File: config.mk
export PLATFORM = sky130hd
export DESIGN_NAME = mem_ctrl_flat
export DESIGN_NICKNAME = d
export VERILOG_FILES = /design/src/rtl/mem_ctrl_if.sv /design/src/rtl/mem_ctrl.sv /design/src/flat_wrapper.sv
export SDC_FILE = /design/constraint.sdc
export NUM_CORES = 1
export LEC_CHECK = 0
export BUFFER_PORTS_ARGS = -buffer_cell sky130_fd_sc_hd__buf_2
export CORE_MARGIN = 1
export CORE_UTILIZATION = 53
export DETAILED_ROUTE_END_ITERATION = 10
export MAX_ROUTING_LAYER = met4
export PLACE_DENSITY = 0.86
export SYNTH_ARGS = -nofsm -noshare
export SYNTH_HDL_FRONTEND = slang
export SYNTH_SLANG_ARGS = --single-unit
export TNS_END_PERCENT = 20
File: constraint.sdc
create_clock -name clk -period 2.65 [get_ports clk]
set_input_delay 0.3975 -clock clk [delete_from_list [all_inputs] [get_ports clk]]
set_output_delay 0.3975 -clock clk [all_outputs]
set_load 0.02 [all_outputs]
File: src/rtl/mem_ctrl_if.sv
// rtl/mem_ctrl_if.sv - request/response and memory-port bundle for mem_ctrl
interface mem_ctrl_if;
  logic        req_valid;
  logic [2:0]  req_op;
  logic [31:0] req_addr;
  logic [31:0] req_wdata;
  logic        stall_o;
  logic        done_o;
  logic        addr_err_o;
  logic [31:0] rdata_o;
  logic        mem_ce;
  logic        mem_we;
  logic [31:0] mem_addr;
  logic [3:0]  mem_byte_slct;
  logic [31:0] mem_data_o;
  logic [31:0] mem_data_i;

  modport slave (
    input  req_valid, req_op, req_addr, req_wdata, mem_data_i,
    output stall_o, done_o, addr_err_o, rdata_o,
    output mem_ce, mem_we, mem_addr, mem_byte_slct, mem_data_o
  );

  modport master (
    output req_valid, req_op, req_addr, req_wdata, mem_data_i,
    input  stall_o, done_o, addr_err_o, rdata_o,
    input  mem_ce, mem_we, mem_addr, mem_byte_slct, mem_data_o
  );
endinterface

File: src/rtl/mem_ctrl.sv
// rtl/mem_ctrl.sv - MEM-stage load/store controller with fixed-latency big-endian memory access
module mem_ctrl #(
  parameter int WAIT_CYCLES = 1
) (
  input logic       clk,
  input logic       rst,
  mem_ctrl_if.slave bus
);
  typedef enum logic [1:0] {S_IDLE, S_ACCESS, S_RESP} state_t;

  localparam logic [3:0] LAST_CNT = 4'(WAIT_CYCLES - 1);

  state_t      r_state;
  state_t      w_next;
  logic [3:0]  r_cnt;
  logic [2:0]  r_op;
  logic [31:0] r_addr;
  logic [31:0] r_wdata;
  logic [31:0] r_rdata;
  logic        r_err;

  logic        w_misalign;
  logic        w_accept;
  logic        w_last;
  logic        w_is_store;
  logic [3:0]  w_slct;
  logic [31:0] w_store_data;
  logic [7:0]  w_byte;
  logic [15:0] w_half;
  logic [31:0] w_load_data;

  always_comb begin
    w_misalign = 1'b0;
    case (bus.req_op)
      3'b010, 3'b011, 3'b110: w_misalign = bus.req_addr[0];
      3'b100, 3'b111:         w_misalign = |bus.req_addr[1:0];
      default:                w_misalign = 1'b0;
    endcase
  end

  assign w_accept = (r_state == S_IDLE) && bus.req_valid;
  assign w_last   = (r_cnt == LAST_CNT);

  always_ff @(posedge clk) begin
    if (rst) begin
      r_state <= S_IDLE;
      r_cnt   <= '0;
      r_op    <= '0;
      r_addr  <= '0;
      r_wdata <= '0;
      r_rdata <= '0;
      r_err   <= 1'b0;
    end else begin
      r_state <= w_next;
      if (w_accept) begin
        r_op    <= bus.req_op;
        r_addr  <= bus.req_addr;
        r_wdata <= bus.req_wdata;
        r_err   <= w_misalign;
        r_cnt   <= '0;
        r_rdata <= '0;
      end else if (r_state == S_ACCESS) begin
        r_cnt <= r_cnt + 4'd1;
        if (w_last) r_rdata <= bus.mem_data_i;
      end
    end
  end

  always_comb begin
    w_next = r_state;
    case (r_state)
      S_IDLE:   if (bus.req_valid) w_next = w_misalign ? S_RESP : S_ACCESS;
      S_ACCESS: if (w_last) w_next = S_RESP;
      S_RESP:   w_next = S_IDLE;
      default:  w_next = S_IDLE;
    endcase
  end

  // Lane steering: byte offset 0 lives in bits [31:24].
  always_comb begin
    w_is_store   = r_op[2] & (r_op[1] | r_op[0]);
    w_slct       = 4'b1111;
    w_store_data = r_wdata;
    w_byte       = 8'h00;
    case (r_op)
      3'b000, 3'b001, 3'b101: w_slct = 4'b1000 >> r_addr[1:0];
      3'b010, 3'b011, 3'b110: w_slct = r_addr[1] ? 4'b0011 : 4'b1100;
      default:                w_slct = 4'b1111;
    endcase
    case (r_op)
      3'b101:  w_store_data = {4{r_wdata[7:0]}};
      3'b110:  w_store_data = {2{r_wdata[15:0]}};
      default: w_store_data = r_wdata;
    endcase
    case (r_addr[1:0])
      2'd0:    w_byte = r_rdata[31:24];
      2'd1:    w_byte = r_rdata[23:16];
      2'd2:    w_byte = r_rdata[15:8];
      default: w_byte = r_rdata[7:0];
    endcase
    w_half = r_addr[1] ? r_rdata[15:0] : r_rdata[31:16];
    case (r_op)
      3'b000:  w_load_data = {{24{w_byte[7]}}, w_byte};
      3'b001:  w_load_data = {24'h0, w_byte};
      3'b010:  w_load_data = {{16{w_half[15]}}, w_half};
      3'b011:  w_load_data = {16'h0, w_half};
      3'b100:  w_load_data = r_rdata;
      default: w_load_data = 32'h0;
    endcase
  end

  always_comb begin
    bus.stall_o       = (r_state == S_ACCESS) || ((r_state == S_IDLE) && bus.req_valid);
    bus.done_o        = 1'b0;
    bus.addr_err_o    = 1'b0;
    bus.rdata_o       = 32'h0;
    bus.mem_ce        = 1'b0;
    bus.mem_we        = 1'b0;
    bus.mem_addr      = 32'h0;
    bus.mem_byte_slct = 4'b0000;
    bus.mem_data_o    = 32'h0;
    case (r_state)
      S_ACCESS: begin
        bus.mem_ce        = 1'b1;
        bus.mem_we        = w_is_store;
        bus.mem_addr      = {r_addr[31:2], 2'b00};
        bus.mem_byte_slct = w_is_store ? w_slct : 4'b0000;
        bus.mem_data_o    = w_is_store ? w_store_data : 32'h0;
      end
      S_RESP: begin
        bus.done_o     = 1'b1;
        bus.addr_err_o = r_err;
        bus.rdata_o    = (r_err || w_is_store) ? 32'h0 : w_load_data;
      end
      default: ;
    endcase
  end
endmodule

File: src/flat_wrapper.sv
// flat-port wrapper written by rule: the top's interface ports become plain ports
module mem_ctrl_flat 
#(
  parameter int WAIT_CYCLES = 1
)
  (clk, rst, bus_req_valid, bus_req_op, bus_req_addr, bus_req_wdata, bus_mem_data_i, bus_stall_o, bus_done_o, bus_addr_err_o, bus_rdata_o, bus_mem_ce, bus_mem_we, bus_mem_addr, bus_mem_byte_slct, bus_mem_data_o);
  mem_ctrl_if bus_i ();
  input logic clk;
  input logic rst;
  input wire logic [$bits(bus_i.req_valid)-1:0] bus_req_valid;
  input wire logic [$bits(bus_i.req_op)-1:0] bus_req_op;
  input wire logic [$bits(bus_i.req_addr)-1:0] bus_req_addr;
  input wire logic [$bits(bus_i.req_wdata)-1:0] bus_req_wdata;
  input wire logic [$bits(bus_i.mem_data_i)-1:0] bus_mem_data_i;
  output wire logic [$bits(bus_i.stall_o)-1:0] bus_stall_o;
  output wire logic [$bits(bus_i.done_o)-1:0] bus_done_o;
  output wire logic [$bits(bus_i.addr_err_o)-1:0] bus_addr_err_o;
  output wire logic [$bits(bus_i.rdata_o)-1:0] bus_rdata_o;
  output wire logic [$bits(bus_i.mem_ce)-1:0] bus_mem_ce;
  output wire logic [$bits(bus_i.mem_we)-1:0] bus_mem_we;
  output wire logic [$bits(bus_i.mem_addr)-1:0] bus_mem_addr;
  output wire logic [$bits(bus_i.mem_byte_slct)-1:0] bus_mem_byte_slct;
  output wire logic [$bits(bus_i.mem_data_o)-1:0] bus_mem_data_o;
  assign bus_i.req_valid = bus_req_valid;
  assign bus_i.req_op = bus_req_op;
  assign bus_i.req_addr = bus_req_addr;
  assign bus_i.req_wdata = bus_req_wdata;
  assign bus_i.mem_data_i = bus_mem_data_i;
  assign bus_stall_o = bus_i.stall_o;
  assign bus_done_o = bus_i.done_o;
  assign bus_addr_err_o = bus_i.addr_err_o;
  assign bus_rdata_o = bus_i.rdata_o;
  assign bus_mem_ce = bus_i.mem_ce;
  assign bus_mem_we = bus_i.mem_we;
  assign bus_mem_addr = bus_i.mem_addr;
  assign bus_mem_byte_slct = bus_i.mem_byte_slct;
  assign bus_mem_data_o = bus_i.mem_data_o;
  mem_ctrl #(.WAIT_CYCLES(WAIT_CYCLES)) u_core (.clk(clk), .rst(rst), .bus(bus_i));
endmodule
## Word level (Yosys, flattened, before mapping)

Cells that the tools add are included.

- Register bits: 106
- Bits of input ports: 102
- Output and inout bits: 105
- Logic and storage cells: 65

- Add/sub/neg operators: 1
- Equality and inequality tests: 17
- Shift-type cells: 1
- Multiplexer cells: 22
- Bitwise gates (word level): 2
- Reduce and logical (&&, ||, !) cells: 15

Operators with widths:

| operator | count |
|---|---|
| 32-bit two-way mux | 5 |
| 32-bit one-hot mux with 5 select lines | 1 |
| 32-bit one-hot mux with 2 select lines | 1 |
| 8-bit one-hot mux with 3 select lines | 1 |
| 3-bit equality test (second input constant) | 6 |
| 16-bit two-way mux | 1 |
| 3-bit by 2-bit equality test with 1-bit output (second input constant) | 4 |
| 4-bit two-way mux | 3 |
| 3-bit OR reduction | 3 |
| 4-bit one-hot mux with 2 select lines | 1 |
| 2-bit two-way mux | 3 |
| 2-bit OR reduction | 3 |
| 4-bit by 1-bit adder with 4-bit output (second input constant) | 1 |
| 2-bit by 1-bit equality test with 1-bit output (second input constant) | 2 |
| 2-bit equality test (second input constant) | 2 |
| 2-bit logical NOT | 2 |
| 4-bit logical NOT | 1 |
| 1-bit two-way mux | 4 |
| 2-bit one-hot mux with 2 select lines | 1 |
| 2-bit AND reduction | 2 |
| 4-bit by 2-bit right shift with 4-bit output (first input constant) | 1 |
| 3-bit by 1-bit equality test with 1-bit output (second input constant) | 1 |
| 3-bit logical NOT | 1 |
| 1-bit logical OR | 2 |
| 6 further kinds | 6 |

## Longest topological paths before layout

Gate-level depths: netlist (run 1).

- Word-level depth: 6
- Gate-level depth with buffers: 8
- Mapped depth without buffers: 6

## Worst setup path before layout (run 1)

OpenSTA, ideal clock, no wires.

- Path type: flip-flop to output port
- Start: register u_core.r_op[2]
- End: output bus_rdata_o[10]
- Arrival: 1.546 ns
- Required time: 2.253 ns
- Setup slack: 0.706 ns
- Stages on the path, launching flop included: 7
- Buffers on the path: 2
- Path through: dfxtp_1 -> buf_6 -> nor3b_2 -> a31o_2 -> buf_4 -> a22oi_1 -> a21oi_1

- Cells in the longest elaborated chain, start to end: 4
- Elaborated cells between the ends (all ways): 10
- Those cells by class: eq/ne: 4; mux: 3; bitwise: 1; reduce/logical: 2

RTL lines:

| item | line | RTL |
|---|---|---|
| start: declaration | mem_ctrl.sv:16 | `logic [2:0] r_op;` |
| start signal: assignment | mem_ctrl.sv:56 | `r_op <= bus.req_op;` |
| 3-bit equality test, or another cell as far along | mem_ctrl.sv:102 | `case (r_op)` |
| 32-bit one-hot mux with 5 select lines / 1-bit logical OR (equally long branches) | mem_ctrl.sv:102, mem_ctrl.sv:133 |  |
| 32-bit two-way mux * | mem_ctrl.sv:133 | `bus.rdata_o = (r_err \|\| w_is_store) ? 32'h0 : w_load_data;` |
| 32-bit two-way mux * | mem_ctrl.sv:122 | `case (r_state)` |
| end: declaration | flat_wrapper.sv:18 | `output wire logic [$bits(bus_i.rdata_o)-1:0] bus_rdata_o;` |

Every way passes the cells marked *; elsewhere a longest branch is shown, timed or not.

## Worst setup path after layout (run 1)

- Start: register u_core.r_op[0]
- End: output bus_mem_data_o[31]

- Cells in the longest elaborated chain, start to end: 4
- Elaborated cells between the ends (all ways): 7
- Those cells by class: eq/ne: 2; mux: 3; bitwise: 2

RTL lines:

| item | line | RTL |
|---|---|---|
| 3-bit equality test / 1-bit OR (equally long branches) | mem_ctrl.sv:90, mem_ctrl.sv:81 |  |
| 32-bit one-hot mux with 2 select lines / 1-bit AND (equally long branches) | mem_ctrl.sv:90, mem_ctrl.sv:81 |  |
| 32-bit two-way mux * | mem_ctrl.sv:128 | `bus.mem_data_o = w_is_store ? w_store_data : 32'h0;` |
| 32-bit two-way mux * | mem_ctrl.sv:122 |  |
| end: declaration | flat_wrapper.sv:23 | `output wire logic [$bits(bus_i.mem_data_o)-1:0] bus_mem_data_o;` |

Marked as above.

==> out/summary.md, run 1 <==
The flow ran to the end, and the final reports show no timing, DRC or antenna violations. Max-capacitance violation count: 0. For this configuration, the core starts out at a cell density of 54.7%. The top cell types in the final layout, fill and taps aside, are 215 x nand2_1, 204 x buf_2, 127 x a21oi_1. The core region is 0.00977 mm^2.

Along the worst path, the maximum fanout reaches 23. The tools report the leakage component of the power as 0.00284 uW. In this run the cell area of the synthesized design comes to 0.00534 mm^2.

The worst hold path stage count is 3, and the slew at the pin closest to its max-slew limit is 680 ps. The tools report the maximum vdd ir drop as 0.273 mV. After detailed routing, the number of remaining DRC violations is 0. Global routing finished with a remaining overflow of 0. The synthesized flop and latch total was 106; the cell row count was 36. The clock root buffer was clkbuf_8.

The area after detailed placement came out at 0.00635 mm^2. The run gives 10500 um as the detailed placement HPWL. Synthesis produced a netlist whose cell count is 731. The average vias per placed instance works out to 5.31. For the worst flop-to-flop path, the logic depth is 7. STA puts the critical path data required time at 2250 ps.

The routability-driven placement congestion ratio was 0.900; the number of buffers created by CTS was 9. For the first-iteration detailed-routing DRC count, the log shows 283. The worst hold path begins at bus_req_wdata[18]. The startpoint identified for the worst register-to-register timing path is u_core.r_cnt[0].

The total power divided by cell area is 505 mW/mm^2. The endpoint type of the worst setup path is a primary output. Level count of the clock H-tree: 3. Summed over all failing endpoints, the final setup total negative slack is 0 ps. Port buffering added 204 buffers. Buffers inserted to repair hold after CTS numbered 0. Summing all non-filler instances in the final layout gives an area of 0.00655 mm^2. The pin count of the biggest net entering global routing came out at 38. Among all flip-flop cells after synthesis, the most frequent one is dfxtp_1. The count of pins over their slew limit is 0. Yosys printed 0 warnings. The initial antenna violation count was 0.

Setup repair after global routing left no endpoint under its margin. The tree built by TritonCTS fans out to 106 sinks. The fraction of registers with async set or reset after synthesis works out to 0%. The number of different library cells in the post-synthesis netlist came out at 50. TritonCTS built the clock tree. The utilization of the core after routing was 67.0%.

The die is 102 um wide. For the worst setup path, the data arrival time is 2040 ps. The die covers 0.0105 mm^2. The tools report the post-CTS setup buffer count as 0. The remaining antenna violation count after routing was 0; the clock insertion delay at the later pin of the skew report was 370 ps. The tools report the setup violation total in the final timing report as 0. Via count of the first global-routing pass: 4743. The worst setup path startpoint was u_core.r_op[0]. The total routing resource utilization after global routing is 29.0%. The run gives 39.7% as the fraction of the yosys area taken by sequential cells. The endpoint of the worst hold path is u_core.r_wdata[18]. The first global-routing pass estimated 22900 um of wire.

The worst register-to-register path ends at u_core.r_rdata[13]. The kind of critical path was reg -> out. After clock tree synthesis, the clock-pin slew on the worst setup and hold paths is 110 ps. The first-pass iteration count of the detailed router is 5, and the average footprint of a synthesized cell is 7.31 um^2. In the final design database the tool counted 1006 nets. Across all layers, the routed design uses 5522 vias.

In the finished design, the share of the clock period the worst path needs comes to 92.0%. The number of buffers on the longest clock path is 2, and the wire length per cell is 14.2 um. Leaving out fill and tap cells, the most frequent cell in the layout is nand2_1. The share of final-layout standard cells stronger than drive strength 1 was 30.9%. The worst clock skew is 11.7 ps, and the hold violation total from the final report is 0.

Yosys mapped a number of flops with a built-in enable equal to 0. The routed design has 14800 um of wire. The repair_antennas step left the layout with diodes totalling 0.

The die height was 102 um; the worst slew slack as a fraction of its limit was 54.7%. In this run the count of I/O pins placed on the die edge is 207. The type of element launching the critical path was a flop. The synthesis-to-finish area growth was 22.6%. Worst reg-to-reg setup slack: 750 ps.

The clock period could shrink to 2440 ps. For the upper clock frequency limit, the log shows 410 MHz. The worst hold path class was in -> reg.
[per-stage QoR]
stage | cells | hold WS, ps | worst slack (ps) | power [uW]
floorplan | 732 | 432 | 706 | 2190
global placement | 1024 | 437 | 415 | 2370
detailed placement | 1024 | 442 | 350 | 2380
CTS | 1040 | 240 | 39.3 | 3320
global route | 1040 | 233 | 54.7 | 3480
finish | 1040 | 247 | 211 | 3310
[Yosys cell counts (3+ instances only)]
cell type | count | area share, %
mux2_2 | 14 | 3.0
a21oi_1 | 128 | 12
o21ai_1 | 5 | 0.47
mux2i_1 | 9 | 1.7
a22oi_1 | 14 | 2.0
buf_1 | 3 | 0.21
buf_2 | 13 | 1.2
a21oi_2 | 10 | 1.6
nor2_1 | 49 | 3.4
o21ai_0 | 13 | 1.2
nand3_1 | 4 | 0.37
a21o_1 | 8 | 1.1
clkbuf_1 | 32 | 2.2
o22ai_1 | 8 | 0.94
dfxtp_1 | 106 | 40
buf_4 | 6 | 0.84
nand2_1 | 216 | 15
nand2b_1 | 3 | 0.35
and2_1 | 41 | 4.8
buf_6 | 5 | 1.1
inv_1 | 10 | 0.70
[worst max-delay path by stage]
stage,cells past startpoint,slack [ps],to
global placement,5,420,bus_rdata_o[2]
global route,6,50,bus_mem_data_o[20]
finish,6,210,bus_mem_data_o[31]
CTS,6,40,bus_mem_data_o[31]
floorplan,6,710,bus_rdata_o[10]
detailed placement,5,350,bus_rdata_o[1]
[cell type report]
| type | instances | area (um^2) |
|---|---|---|
| Tap cell | 133 | 166 |
| Clock buffer | 9 | 124 |
| Multi-Input combinational cell | 554 | 2880 |
| Clock inverter | 7 | 61.3 |
| Fill cell | 901 | 3220 |
| Timing Repair Buffer | 220 | 1150 |
| Inverter | 11 | 41.3 |
| Sequential cell | 106 | 2130 |
[power breakdown]
group	internal, uW	switching [uW]
Clock	360	591
Combinational	222	371
Sequential	1680	78.4
[state kept, by name, indices dropped and copies added, names as in the netlist]
register / cells
u_core.r_addr: 32
u_core.r_wdata: 32
u_core.r_state: 2
u_core.r_cnt: 4
u_core.r_op: 3
u_core.r_err: 1
u_core.r_rdata: 32
[critical path: stages (launching register included)]
cell      delay (ps)
dfxtp_1          520
nand2b_2         210
a21oi_4          170
buf_4            300
nor2_1           100
nor4_2           150
buf_2            220
[timing repair]
item                                    CTS  global route
gates resized for setup                   2             5
pin swaps                                 0             0
endpoints found under the setup margin   22            34
[cell families (layout without fill, tap and decap cells)]
kind of cell / after synthesis / after routing / share of synthesized area (%)
buf+inv: 72 / 247 / 6.81
simple gates: 326 / 326 / 26.2
xor+xnor: 3 / 3 / 0.492
fa+ha+maj: 2 / 2 / 0.468
mux: 24 / 24 / 4.89
flops: 106 / 106 / 39.7
compound gates: 197 / 197 / 21.3
other cells: 1 / 2 / 0.0702
[layer usage]
metal  wire (um)  vias up  global-route usage [%]
met5           0        -                       -
met4         405        0                    12.1
met3        1050       41                    4.17
met2        6990      230                    45.0
met1        6330     2497                    37.8
li1            -     2754                       -
Note: power is estimated with default switching activity, not from simulation.
==> inputs of run 2 (changes only) <==
--- a/config.mk
+++ b/config.mk
@@ -7,10 +7,10 @@
 export LEC_CHECK = 0
 export BUFFER_PORTS_ARGS = -buffer_cell sky130_fd_sc_hd__buf_2
 export CORE_MARGIN = 1
-export CORE_UTILIZATION = 53
+export CORE_UTILIZATION = 49
 export DETAILED_ROUTE_END_ITERATION = 10
 export MAX_ROUTING_LAYER = met4
-export PLACE_DENSITY = 0.86
+export PLACE_DENSITY = 0.8
 export SYNTH_ARGS = -nofsm -noshare
 export SYNTH_HDL_FRONTEND = slang
 export SYNTH_SLANG_ARGS = --single-unit
==> constraint.sdc (replaced) <==
create_clock -name clk -period 2.3 [get_ports clk]
set_input_delay 0.345 -clock clk [delete_from_list [all_inputs] [get_ports clk]]
set_output_delay 0.345 -clock clk [all_outputs]
set_load 0.02 [all_outputs]
==> out/summary.md, run 2 (synthesis results as in run 1) <==
For the upper clock frequency limit, the log shows 440 MHz. In the layout the commonest cells are 214 x nand2_1, 187 x buf_2, 128 x a21oi_1. The share of final-layout standard cells stronger than drive strength 1 was 32.4%. The initial utilization of the core area, before any placement, comes to 51.1%. The routability-driven placement congestion ratio is 0.958, and the initial antenna violation count is 0. The synthesis-to-finish area growth was 27.7%. For the worst-skew pair, the clock arrives at the later sink with an insertion delay of 370 ps. Counting along the longest clock path gives a buffer depth of 2.

The number of inserted diodes was 0. The sequential cells in the finished layout cover a total of 0.00214 mm^2. The tools report the number of buffers created by CTS as 9. Buffers inserted to repair hold after CTS numbered 0. The worst path in the final design needs a cycle of 2270 ps, including I/O delays and setup. The most common cell after layout, fill and taps aside is nand2_1.

The final critical-path share of the clock period is 98.9%. In this run the worst path has a maximum fanout of 8. Between clock sinks in the finished design, the worst skew comes to 11.5 ps. For the max-capacitance violation count, the log shows 0. For this design, the slowest cell found on the critical path is dfxtp_4.

The finished cells cover 0.00682 mm^2. The number of vias after detailed routing is 5604. TritonCTS built the clock tree.

The die covers 0.0113 mm^2. Count of clock tree sinks: 106. The maximum vdd ir drop is 0.400 mV, and the critical path arrival is 1930 ps. The delay of the slowest cell on the worst path is 390 ps, and the wire length per cell is 14.9 um.

Headroom to the max-slew limit came out at 57.3%. The run gives 10900 um as the detailed placement HPWL. Measured on the finished design, the core utilization comes to 65.2%. For the pin count of the biggest net entering global routing, the log shows 47. The tightest hold path in the finished design has a slack of 194 ps. After detailed routing, the number of remaining DRC violations is 0. In the routed layout, each cell is associated on average with a via count of 5.32.

The multi-input logic area is 0.00291 mm^2. Setup repair after global routing could not meet its margin everywhere. The run gives 27.4% as the total routing resource utilization after global routing. At the pin with the least slew margin, the transition time is 641 ps. The logs give 0.0105 mm^2 for the placeable core area and 0 for the count of pins over their slew limit. The worst setup path is captured at a primary output.

The total power divided by cell area was 586 mW/mm^2; the number of port buffers was 204. 207 I/O pins were placed. Setup total negative slack on the finished layout was measured at 0 ps.

The routed design has 15700 um of wire. Once placement finished, the instance area stood at 0.00641 mm^2. The hold violation total from the final report was 0; the count of nets after finishing was 1017.

The clock tree synthesis step divided the H-tree into 3 levels. The via count of the first global-routing pass was 4859. The analysis attributes to cell leakage a power of 0.00294 uW.

The tightest min-delay check is of the in -> reg type. Data on the critical path is required at its endpoint by 1960 ps. Counting the fill cells in the layout gives 945. The count of nets left with antenna violations once routing finished came out at 0. Clock-pin slew was measured on the worst setup and hold paths at 110 ps. Summed over all layers, the global routing overflow is 0. Setup violations remaining at the end of the flow were counted as 0. Kind of critical path: reg -> out. The first global-routing pass estimated 24000 um of wire. The die outline width came out at 106 um. The die height was 106 um; the cell row count was 37. The run gives 5 as the first-pass iteration count of the detailed router. CTS placed an instance of clkbuf_8 at the clock tree root.

The critical path goes through mux2i_2 -> a221oi_4 -> buf_4 -> o21ai_0 -> a21oi_1 -> buf_2. The flow ran to the end, and the final reports show no timing, DRC or antenna violations. For the first-iteration detailed-routing DRC count, the log shows 343. STA classifies the critical path startpoint as a flop. The largest registers in the layout are u_core.r_addr (32), u_core.r_rdata (32), u_core.r_wdata (32).
-- run 2: cell types whose count changed in the layout (fill, tap and decap cells not counted), moves of 2 or more --
| cell | change |
|---|---|
| buf_12 | +2 |
| buf_6 | +4 |
| buf_2 | -17 |
| dfxtp_1 | -4 |
| mux2i_2 | +2 |
| dfxtp_4 | +4 |
| clkbuf_16 | +2 |
| mux2i_1 | -2 |
| buf_4 | +20 |
-- run 2: per-stage QoR --
stage                     worst slack (ps)  cells  total power (uW)
after CTS                             4.14   1047              3980
after floorplan                        409    732              2520
after global routing                 -56.3   1054              4180
after global placement                 240   1031              2760
final                                 26.1   1054              4000
after detailed placement               172   1031              2760
-- run 2: final cells by class --
class                   count  share of cell area, %
multi-input cells         554                   42.6
flip-flops and latches    106                   31.4
repair buffers            231                   19.8
well taps                 136                   2.49
clock buffers               9                   1.82
clock inverters             7                   1.25
inverters                  11                  0.605
-- run 2: critical path: cells and delay by family, from the launching register on --
kind | cells | cell delay [ps]
compound gates | 3 | 600
buf+inv | 2 | 380
flops | 1 | 390
mux | 1 | 180
-- run 2: where the power goes --
group,switching (uW),internal [uW]
sequential,88.8,1940
combinational,449,294
clock,703,525
-- run 2: worst paths after layout --
check,slack (ps),endpoint,cells after the start,startpoint
worst max-delay path,30,bus_rdata_o[16],6,u_core.r_addr[1]
worst min-delay path,190,u_core.r_addr[23],3,bus_req_addr[23]
worst max register to register,520,u_core.r_rdata[14],7,u_core.r_cnt[1]
worst min register to register,460,u_core.r_addr[6],2,u_core.r_addr[6]
-- run 2: routing by layer --
metal	up-vias	global-route usage [%]	share of wire, %	wire (um)
met5	-	-	0	0
met4	0	7.53	2.3	365
met3	32	4.90	7.3	1140
met2	258	43.1	47	7310
met1	2531	36.1	44	6880
li1	2783	-	-	-
-- run 2: repair_timing --
action | in CTS | in global routing
setup endpoints to repair | 59 | 66
pin swaps | 1 | 6
setup buffers | 0 | 4
gates cloned | 0 | 3
gates resized for setup | 6 | 38
